File: config.mk
export PLATFORM = sky130hd
export DESIGN_NAME = fetch_stage
export DESIGN_NICKNAME = d
export VERILOG_FILES = /design/src/rtl/fetch_pkg.sv /design/src/rtl/fetch_stage.sv
export SDC_FILE = /design/constraint.sdc
export NUM_CORES = 1
export LEC_CHECK = 0
export BUFFER_PORTS_ARGS = -buffer_cell sky130_fd_sc_hd__buf_2
export CAP_MARGIN = 30
export CORE_UTILIZATION = 30
export CTS_BUF_LIST = sky130_fd_sc_hd__clkbuf_8
export CTS_CLUSTER_SIZE = 25
export DETAILED_ROUTE_END_ITERATION = 16
export GPL_TIMING_DRIVEN = 0
export HOLD_SLACK_MARGIN = 0.12
export PLACE_DENSITY = 0.62
export SYNTH_ARGS = -nofsm -noshare
export SYNTH_HDL_FRONTEND = slang
export SYNTH_SLANG_ARGS = --single-unit
File: constraint.sdc
create_clock -name clk -period 3.7 [get_ports clk]
set_input_delay 0.74 -clock clk [delete_from_list [all_inputs] [get_ports clk]]
set_output_delay 0.74 -clock clk [all_outputs]
set_load 0.005 [all_outputs]
File: src/rtl/fetch_pkg.sv
// Shared types and constants for the instruction fetch stage.
package fetch_pkg;

  typedef enum logic [1:0] {
    ST_REQ  = 2'd0,
    ST_WAIT = 2'd1,
    ST_HOLD = 2'd2,
    ST_DROP = 2'd3
  } fetch_state_e;

  localparam logic [31:0] NOP_INSTR = 32'h0000_0013;
  localparam int unsigned PC_STEP   = 4;

endpackage

File: src/rtl/fetch_stage.sv
// Instruction fetch: one outstanding imem request, presents {pc, instr} to decode
// on a valid/ready handshake and asks the PC to advance on acceptance.
module fetch_stage #(
  parameter int unsigned       ADDR_W    = 32,
  parameter int unsigned       DATA_W    = 32,
  parameter logic [DATA_W-1:0] NOP_INSTR = DATA_W'(fetch_pkg::NOP_INSTR)
) (
  input  logic              clk,
  input  logic              rst,
  input  logic [ADDR_W-1:0] pc_in,
  output logic              pc_inc_en,
  input  logic              flush,
  output logic              imem_req_valid,
  input  logic              imem_req_ready,
  output logic [ADDR_W-1:0] imem_req_addr,
  input  logic              imem_rsp_valid,
  input  logic [DATA_W-1:0] imem_rsp_data,
  output logic              if_valid,
  input  logic              if_ready,
  output logic [ADDR_W-1:0] if_pc,
  output logic [DATA_W-1:0] if_instr,
  output logic              if_fault
);
  import fetch_pkg::*;

  fetch_state_e      state_q, state_d;
  logic [ADDR_W-1:0] pc_q, pc_d;
  logic              if_valid_q, if_valid_d;
  logic [ADDR_W-1:0] if_pc_q, if_pc_d;
  logic [DATA_W-1:0] if_instr_q, if_instr_d;
  logic              if_fault_q, if_fault_d;
  logic              aligned;

  assign aligned = (pc_in[1:0] == 2'b00);

  // Next-state, next-output and handshake logic.
  always_comb begin
    state_d        = state_q;
    pc_d           = pc_q;
    if_valid_d     = if_valid_q;
    if_pc_d        = if_pc_q;
    if_instr_d     = if_instr_q;
    if_fault_d     = if_fault_q;
    pc_inc_en      = 1'b0;
    imem_req_valid = 1'b0;
    imem_req_addr  = pc_in;

    case (state_q)
      ST_REQ: begin
        imem_req_valid = aligned & ~rst;
        if (aligned) begin
          if (imem_req_ready) begin
            pc_d    = pc_in;
            state_d = flush ? ST_DROP : ST_WAIT;
          end
        end else if (!flush) begin
          // Misaligned PC: report a fault with a NOP instead of fetching.
          if_valid_d = 1'b1;
          if_fault_d = 1'b1;
          if_instr_d = NOP_INSTR;
          if_pc_d    = pc_in;
          state_d    = ST_HOLD;
        end
      end
      ST_WAIT: begin
        if (imem_rsp_valid) begin
          if (!flush) begin
            if_valid_d = 1'b1;
            if_fault_d = 1'b0;
            if_instr_d = imem_rsp_data;
            if_pc_d    = pc_q;
            state_d    = ST_HOLD;
          end else begin
            state_d = ST_REQ;
          end
        end else if (flush) begin
          state_d = ST_DROP;
        end
      end
      ST_DROP: begin
        if (imem_rsp_valid) state_d = ST_REQ;
      end
      ST_HOLD: begin
        // Flush wins over a same-cycle accept.
        if (flush) begin
          if_valid_d = 1'b0;
          state_d    = ST_REQ;
        end else if (if_ready) begin
          pc_inc_en  = if_valid_q;
          if_valid_d = 1'b0;
          state_d    = ST_REQ;
        end
      end
      default: state_d = ST_REQ;
    endcase
  end

  always_ff @(posedge clk or posedge rst) begin
    if (rst) begin
      state_q    <= ST_REQ;
      pc_q       <= '0;
      if_valid_q <= 1'b0;
      if_pc_q    <= '0;
      if_instr_q <= NOP_INSTR;
      if_fault_q <= 1'b0;
    end else begin
      state_q    <= state_d;
      pc_q       <= pc_d;
      if_valid_q <= if_valid_d;
      if_pc_q    <= if_pc_d;
      if_instr_q <= if_instr_d;
      if_fault_q <= if_fault_d;
    end
  end

  assign if_valid = if_valid_q;
  assign if_pc    = if_pc_q;
  assign if_instr = if_instr_q;
  assign if_fault = if_fault_q;

`ifndef SYNTHESIS
  // A response with no request outstanding means the memory broke protocol.
  always_ff @(posedge clk) begin
    if (!rst) begin
      assert (!(imem_rsp_valid && (state_q == ST_REQ || state_q == ST_HOLD)))
        else $error("fetch_stage: imem_rsp_valid with no request outstanding");
    end
  end
`endif

endmodule

## After elaboration in Yosys (flattened, before gate mapping)

Index checks and enable logic that the tools add are counted.

| operators by class | value |
|---|---|
| equality and inequality tests | 12 |
| muxes and demuxes | 36 |
| bitwise gates (word level) | 2 |
| reductions and logical operators | 8 |

Operators with widths:

| cell | number |
|---|---|
| two-way mux 32 bit | 8 |
| one-hot mux 32 bit (2 select lines) | 2 |
| two-way mux 2 bit | 10 |
| two-way mux 1 bit | 13 |
| != test 3 bit (second input constant) | 4 |
| != test 2 bit (second input constant) | 5 |
| AND reduction 5 bit | 2 |
| one-hot mux 2 bit (4 select lines) | 1 |
| == test 2 bit (second input constant) | 2 |
| zero test 2 bit | 2 |
| AND reduction 4 bit | 1 |
| one-hot mux 1 bit (3 select lines) | 1 |
| AND reduction 3 bit | 1 |
| nonzero test 3 bit | 1 |
| == test 2 x 1 -> 1 bit (second input constant) | 1 |
| one-hot mux 1 bit (2 select lines) | 1 |
| nonzero test 2 bit | 1 |
| AND 1 bit | 1 |
| inverter 1 bit | 1 |

| word-level totals | value |
|---|---|
| register bits | 100 |
| bits of input ports | 70 |
| output and inout bits | 100 |
| logic and storage cells | 64 |

## Longest topological paths before layout

Gate-level depths: netlist (run 1).

| logic depth | value |
|---|---|
| depth in word-level cells | 4 |
| gate-level depth with buffers | 8 |
| gate-level depth less buffers | 3 |

## Worst setup path before layout (run 1)

OpenSTA, ideal clock, no wires.

| timing | value |
|---|---|
| kind | input to output |
| from | input rst |
| to | output imem_req_valid |
| arrival time | 3.155 ns |
| required time | 2.960 ns |
| setup slack | -0.195 ns |
| cell stages on the path | 2 |
| buffers on the path | 0 |
| path through | inv_1 -> and2_1 |

| between the ends | value |
|---|---|
| cells in the longest elaborated chain, start to end | 3 |

RTL lines:

| item | RTL line | source |
|---|---|---|
| start: declaration | fetch_stage.sv:9 | `input logic rst,` |
| inverter 1 bit | fetch_stage.sv:50 | `imem_req_valid = aligned & ~rst;` |
| AND 1 bit | fetch_stage.sv:50 |  |
| two-way mux 1 bit | fetch_stage.sv:48 | `case (state_q)` |
| end: declaration | fetch_stage.sv:13 | `output logic imem_req_valid,` |

No other way between the ends.

## Final worst setup path (run 1)

Same ends and word-level chain as after synthesis.

==> results.json, run 1 <==
{
  "run_status": "completed",
  "seq_power_share": 0.491,
  "final_nets": 614,
  "swShare": 0.291,
  "die_area_um2": 16400,
  "slew_violations": 0,
  "crit_required_ns": 2.96,
  "power_mw": 3.26,
  "synth_top_area_share": 0.510,
  "p_int_mw": 2.31,
  "dpl_worst_slack_ns": 0.536,
  "p_leak_nw": 3.11,
  "ios": 170,
  "max-slew-margin-rel": 0.549,
  "clkLatencyLatePin_ns": 0.38,
  "drv_cap": 0,
  "cts_tree": "built",
  "peakVddDrop_uv": 215,
  "drc": 0,
  "drt-total-wl_um": 10800,
  "clkTransAtPathRegs_ns": 0.10,
  "grt_pass1_vias": 3297,
  "max_freq_mhz": 328,
  "worst_slack_ns": 0.651,
  "min_path_type": "primary input to asynchronous set/reset pin",
  "antenna_violating_nets_post_route": 0,
  "critPathMaxFanout": 39,
  "path_class": "primary input to primary output",
  "finalCritPeriodShare": 0.824,
  "die_w_um": 128,
  "initial_core_util": 0.310,
  "syn_nets": 432,
  "grt_max_degree": 40,
  "rows": 45,
  "post_cts_buffers": 0,
  "core-area_um2": 15400,
  "syn_inst": 362,
  "synth_area_leader_cell": "dfrtp_1",
  "tightest_slew_ns": 0.675,
  "clockBufferDepth": 2,
  "layout.cells.non_filler": 760,
  "dp_hpwl_um": 7970,
  "hold_viol_final": 0,
  "pwr-share-clk": 0.216,
  "die_h_um": 128,
  "portBuffers": 169,
  "end_kind": "primary output",
  "ys_seq_area_frac": 0.526,
  "cts-root-buf": "clkbuf_8",
  "holdBufCountCts": 0,
  "wl_per_cell_um": 14.2,
  "clock-sinks": 100,
  "cp_cell_sequence": "buf_2 -> clkinvlp_4 -> buf_12 -> buf_12 -> and2_1 -> buf_2",
  "cpMaxStageDelayCell": "clkinvlp_4",
  "drt_iter0_markers": 54,
  "reg2reg_slack_ns": 1.85,
  "cts_max_level": 3,
  "power_density_nw_per_um2": 533,
  "overflow": 0,
  "syn_area_um2": 4760,
  "synth.area.top_cells": "dfrtp_1 51%, mux2_2 17%, mux2_4 7.9%",
  "max_stage_delay_ns": 0.54,
  "hold_slack_ns": 0.448,
  "ys_seq_elements": 100,
  "yosys_warnings": 0,
  "cts_buffers": 9,
  "fin_skew_ns": 0.0106,
  "avgSynthCellArea_um2": 13.2,
  "synth.distinct_cells": 26,
  "dpl.cell_count": 744,
  "ctsResizeCount": 0,
  "first_pass_iters": 4,
  "areaGrowthSynthToFinish_pct": 28.3,
  "start_kind": "primary input",
  "vias": 3234,
  "synth_most_common_cell": "dfrtp_1",
  "rsz0062_at_grt": "false",
  "power_frac_comb": 0.293,
  "grtUsageTotal": 0.138,
  "vias_per_cell": 4.26,
  "fin_crit_ns": 3.05,
  "grt_pass1_wl_um": 17000,
  "drive_above_1_share": 0.621,
  "synth_commonest_cells": "97 x dfrtp_1, 72 x mux2_2, 37 x buf_4, 33 x nand2_1, 31 x inv_1",
  "antenna_found_initial": 0,
  "place_congestion": 0.654,
  "setup_violations": 0,
  "antenna_cells": 0,
  "worstPathArrival_ns": 2.31,
  "ys.flop_type": "dfrtp_1",
  "p_sw_uw": 947,
  "synthArstFlopShare": 1.00,
  "synth_edf_count": 0
}
## stage by stage
step                      utilization  cell area [um^2]  TNS (ns)
final                           0.397              6110         0
after global routing            0.397              6110         0
after CTS                       0.397              6110         0
after detailed placement        0.385              5920         0
after global placement          0.382              5880    -0.565
after floorplan                     -              4770         0
## layout by cell type (no fill, tap or decap), types with 3 or more instances in the layout
cell type and instances:
mux2i_1 29, buf_6 5, nand2_1 33, mux2_2 72, clkbuf_8 9, dfrtp_1 97, mux2_4 25, and2_1 3
buf_2 177, buf_4 37, inv_1 31, dfstp_2 3, nand2b_1 5
## layout make-up
| class | count | area [um^2] |
|---|---|---|
| clock inverter | 7 | 68.8 |
| inverter | 31 | 120 |
| clock buffer | 9 | 124 |
| fill | 1528 | 9260 |
| timing repair buffer | 171 | 886 |
| sequential | 100 | 2510 |
| buffer | 50 | 374 |
| multi-input combinational | 181 | 1770 |
| tap | 211 | 264 |
## sequential cells by signal (all words and copies together) (netlist names)
register and cells:
if_instr 32, pc_q 32, if_pc 32, if_valid 1
state_q 2, if_fault 1
## worst max-delay path, delay by kind of cell
kind | cells | cell delay (ns)
buf+inv | 5 | 1.39
simple gates | 1 | 0.16
## per-layer routing
metal / GRT usage / share of wire
met5: 0 / 0
met4: 0.0581 / 0.018
met3: 0.0330 / 0.055
met2: 0.223 / 0.48
met1: 0.176 / 0.45
## kinds of logic (layout without fill, tap and decap cells)
group	after synthesis	in the layout	synth area share
mux	126	126	0.310
compound gates	7	7	0.0126
buf+inv	81	268	0.103
flops	100	100	0.526
simple gates	48	48	0.0483
## path summary, 6_finish.rpt
check                                       start                      end  depth (start not counted)
setup / recovery                              rst           imem_req_valid                          6
hold / removal                                rst     pc_q[22]$_DFFE_PP0P_                          2
setup reg to reg           state_q[0]$_DFFE_PP0P_     if_pc[5]$_DFFE_PP0P_                          5
hold reg to reg               pc_q[0]$_DFFE_PP0P_      pc_q[0]$_DFFE_PP0P_                          1
max in group asynchronous                     rst  if_instr[0]$_DFFE_PP1P_                          4
min in group clk              pc_q[0]$_DFFE_PP0P_      pc_q[0]$_DFFE_PP0P_                          1
## power groups by stage
| stage | Sequential (mW) | Combinational [mW] | Clock (mW) |
|---|---|---|---|
| floorplan | 1.61 | 0.568 | 0 |
| global placement | 1.60 | 0.948 | 0 |
| detailed placement | 1.62 | 0.980 | 0 |
| CTS | 1.60 | 0.982 | 0.744 |
| global route | 1.65 | 1.05 | 0.792 |
| finish | 1.60 | 0.956 | 0.703 |
(Power assumes the default switching activity.)
==> run 2: changes to the inputs <==
Settings changed: ABC_AREA set to 1.
Clock period 3.7 ns to 2.45 ns, I/O delays scaled along.
==> results.json, run 2 <==
{
  "run_status": "completed",
  "fin_skew_ns": 0.00526,
  "clock-sinks": 100,
  "tightest_slew_ns": 0.769,
  "clkTransAtPathRegs_ns": 0.09,
  "holdBufCountCts": 0,
  "power_density_nw_per_um2": 1010,
  "max_stage_delay_ns": 0.46,
  "setup_violations": 0,
  "die_h_um": 126,
  "vias_per_cell": 4.39,
  "drc": 0,
  "yosys_warnings": 0,
  "critPathMaxFanout": 5,
  "n_fill_cell": 1566,
  "startpoint": "state_q[1]$_DFFE_PP0P_",
  "max-slew-margin-rel": 0.486,
  "place_congestion": 0.786,
  "cts_max_level": 3,
  "worst_slack_ns": 0.552,
  "hold_slack_ns": 0.255,
  "crit_buf_inv": 1,
  "drive_above_1_share": 0.388,
  "ys_seq_area_frac": 0.540,
  "initial_core_util": 0.306,
  "wl_per_cell_um": 13.4,
  "power_mw": 6.02,
  "synth_edf_count": 0,
  "drt_iter0_markers": 156,
  "final_nets": 784,
  "clkLatencyLatePin_ns": 0.37,
  "critPathMostFrequentCell": "nor2_1",
  "drt-total-wl_um": 12100,
  "first_pass_iters": 5,
  "end_kind": "primary output",
  "syn_nets": 602,
  "crit_required_ns": 1.96,
  "cpMaxStageDelayCell": "dfrtp_1",
  "ys_seq_elements": 100,
  "cp_cell_sequence": "nor2_1 -> nand2_1 -> nor2_1 -> buf_2",
  "syn_area_um2": 4640,
  "synth_most_common_cell": "nand2_1",
  "synth.distinct_cells": 22,
  "die_area_um2": 16000,
  "dpl_worst_slack_ns": 0.593,
  "ys.flop_type": "dfrtp_1",
  "antenna_cells": 0,
  "synth_top_area_share": 0.523,
  "fin_setup_tns_ns": 0,
  "grt_pass1_wl_um": 19400,
  "antenna_found_initial": 0,
  "slew_violations": 0,
  "die_w_um": 126,
  "layout_common_cells": "181 x buf_2, 172 x nand2_1, 97 x dfrtp_1, 75 x o21ai_0, 43 x inv_1",
  "synth_commonest_cells": "172 x nand2_1, 97 x dfrtp_1, 75 x o21ai_0, 43 x inv_1, 34 x buf_4",
  "max_freq_mhz": 527,
  "cts-root-buf": "clkbuf_8",
  "clockBufferDepth": 2,
  "reg2reg_from": "state_q[0]$_DFFE_PP0P_",
  "hold_viol_final": 0,
  "avgSynthCellArea_um2": 8.72,
  "fin_area_um2": 5960,
  "ctsResizeCount": 0,
  "vias": 3986,
  "finalCritPeriodShare": 0.775,
  "synth_area_leader_cell": "dfrtp_1",
  "synth.area.top_cells": "dfrtp_1 52%, nand2_1 14%, o21ai_0 8.1%",
  "grtUsageTotal": 0.157,
  "portBuffers": 169,
  "grt_pass1_vias": 3656,
  "post_cts_buffers": 0,
  "ios": 170,
  "areaGrowthSynthToFinish_pct": 28.6,
  "grt_max_degree": 39,
  "place_area_um2": 5760,
  "dp_hpwl_um": 9000,
  "layout_commonest_cell": "buf_2",
  "path_class": "flip-flop to primary output",
  "peakVddDrop_uv": 366,
  "crit_family": "simple AND/OR/NAND/NOR gates",
  "cts_tree": "built",
  "antenna_violating_nets_post_route": 0,
  "multi_input_area_um2": 1510,
  "syn_inst": 532,
  "p_leak_nw": 3.09,
  "cts_buffers": 9,
  "fin_crit_ns": 1.90,
  "rsz0062_at_grt": "false",
  "rows": 45,
  "core-area_um2": 15100,
  "seq_area_um2": 2510,
  "start_kind": "flip-flop",
  "synthArstFlopShare": 1.00,
  "worstPathArrival_ns": 1.41,
  "overflow": 0,
  "drv_cap": 0,
  "min_path_type": "primary input to asynchronous set/reset pin"
}
run 2: path summary, 6_finish.rpt:
check	end	cells after the start	slack [ns]
min in group clk	pc_q[13]$_DFFE_PP0P_	3	0.36
max in group asynchronous	if_instr[27]$_DFFE_PP0P_	3	1.56
hold / removal	if_valid$_DFFE_PP0P_	2	0.25
hold reg to reg	if_instr[1]$_DFFE_PP1P_	2	0.48
setup reg to reg	if_instr[18]$_DFFE_PP0P_	6	0.78
setup / recovery	imem_req_valid	4	0.55
run 2: kinds of logic after synthesis:
kind of cell,count (synthesis),synth area share
AOI/OAI and AO/OA,131,0.162
buffers and inverters,107,0.135
DFF,100,0.540
and+or+nand+nor,194,0.163
run 2: routing by layer:
metal / global-route usage / up-vias / wire [um]
met2: 0.245 / 135 / 5340
met4: 0.0553 / 0 / 158
met3: 0.0354 / 10 / 679
met5: 0 / - / 0
met1: 0.215 / 1838 / 5940
li1: - / 2003 / -
run 2: power by group:
group / leakage, nW / switching [mW] / internal (mW)
combinational: 1.72 / 1.30 / 0.965
clock: 0.107 / 0.572 / 0.522
sequential: 1.27 / 0.310 / 2.35
run 2: layout make-up:
class                      instances  share of cell area
buffer                            62              0.0764
clock buffer                      11              0.0254
inverter                          45              0.0289
clock inverter                     5             0.00860
tap                              188              0.0394
timing repair buffer             171               0.149
sequential                       100               0.420
multi-input combinational        325               0.253
run 2: worst register-to-register path, delay by kind of cell (launching register included):
| family | cells | cell delay, ns |
|---|---|---|
| buf+inv | 3 | 0.71 |
| flops | 1 | 0.45 |
| simple gates | 2 | 0.28 |
| compound gates | 1 | 0.16 |
run 2: per-stage QoR:
stage                util  cells
floorplan               -    532
global placement    0.378    889
detailed placement  0.380    891
CTS                 0.394    907
global route        0.394    907
finish              0.394    907
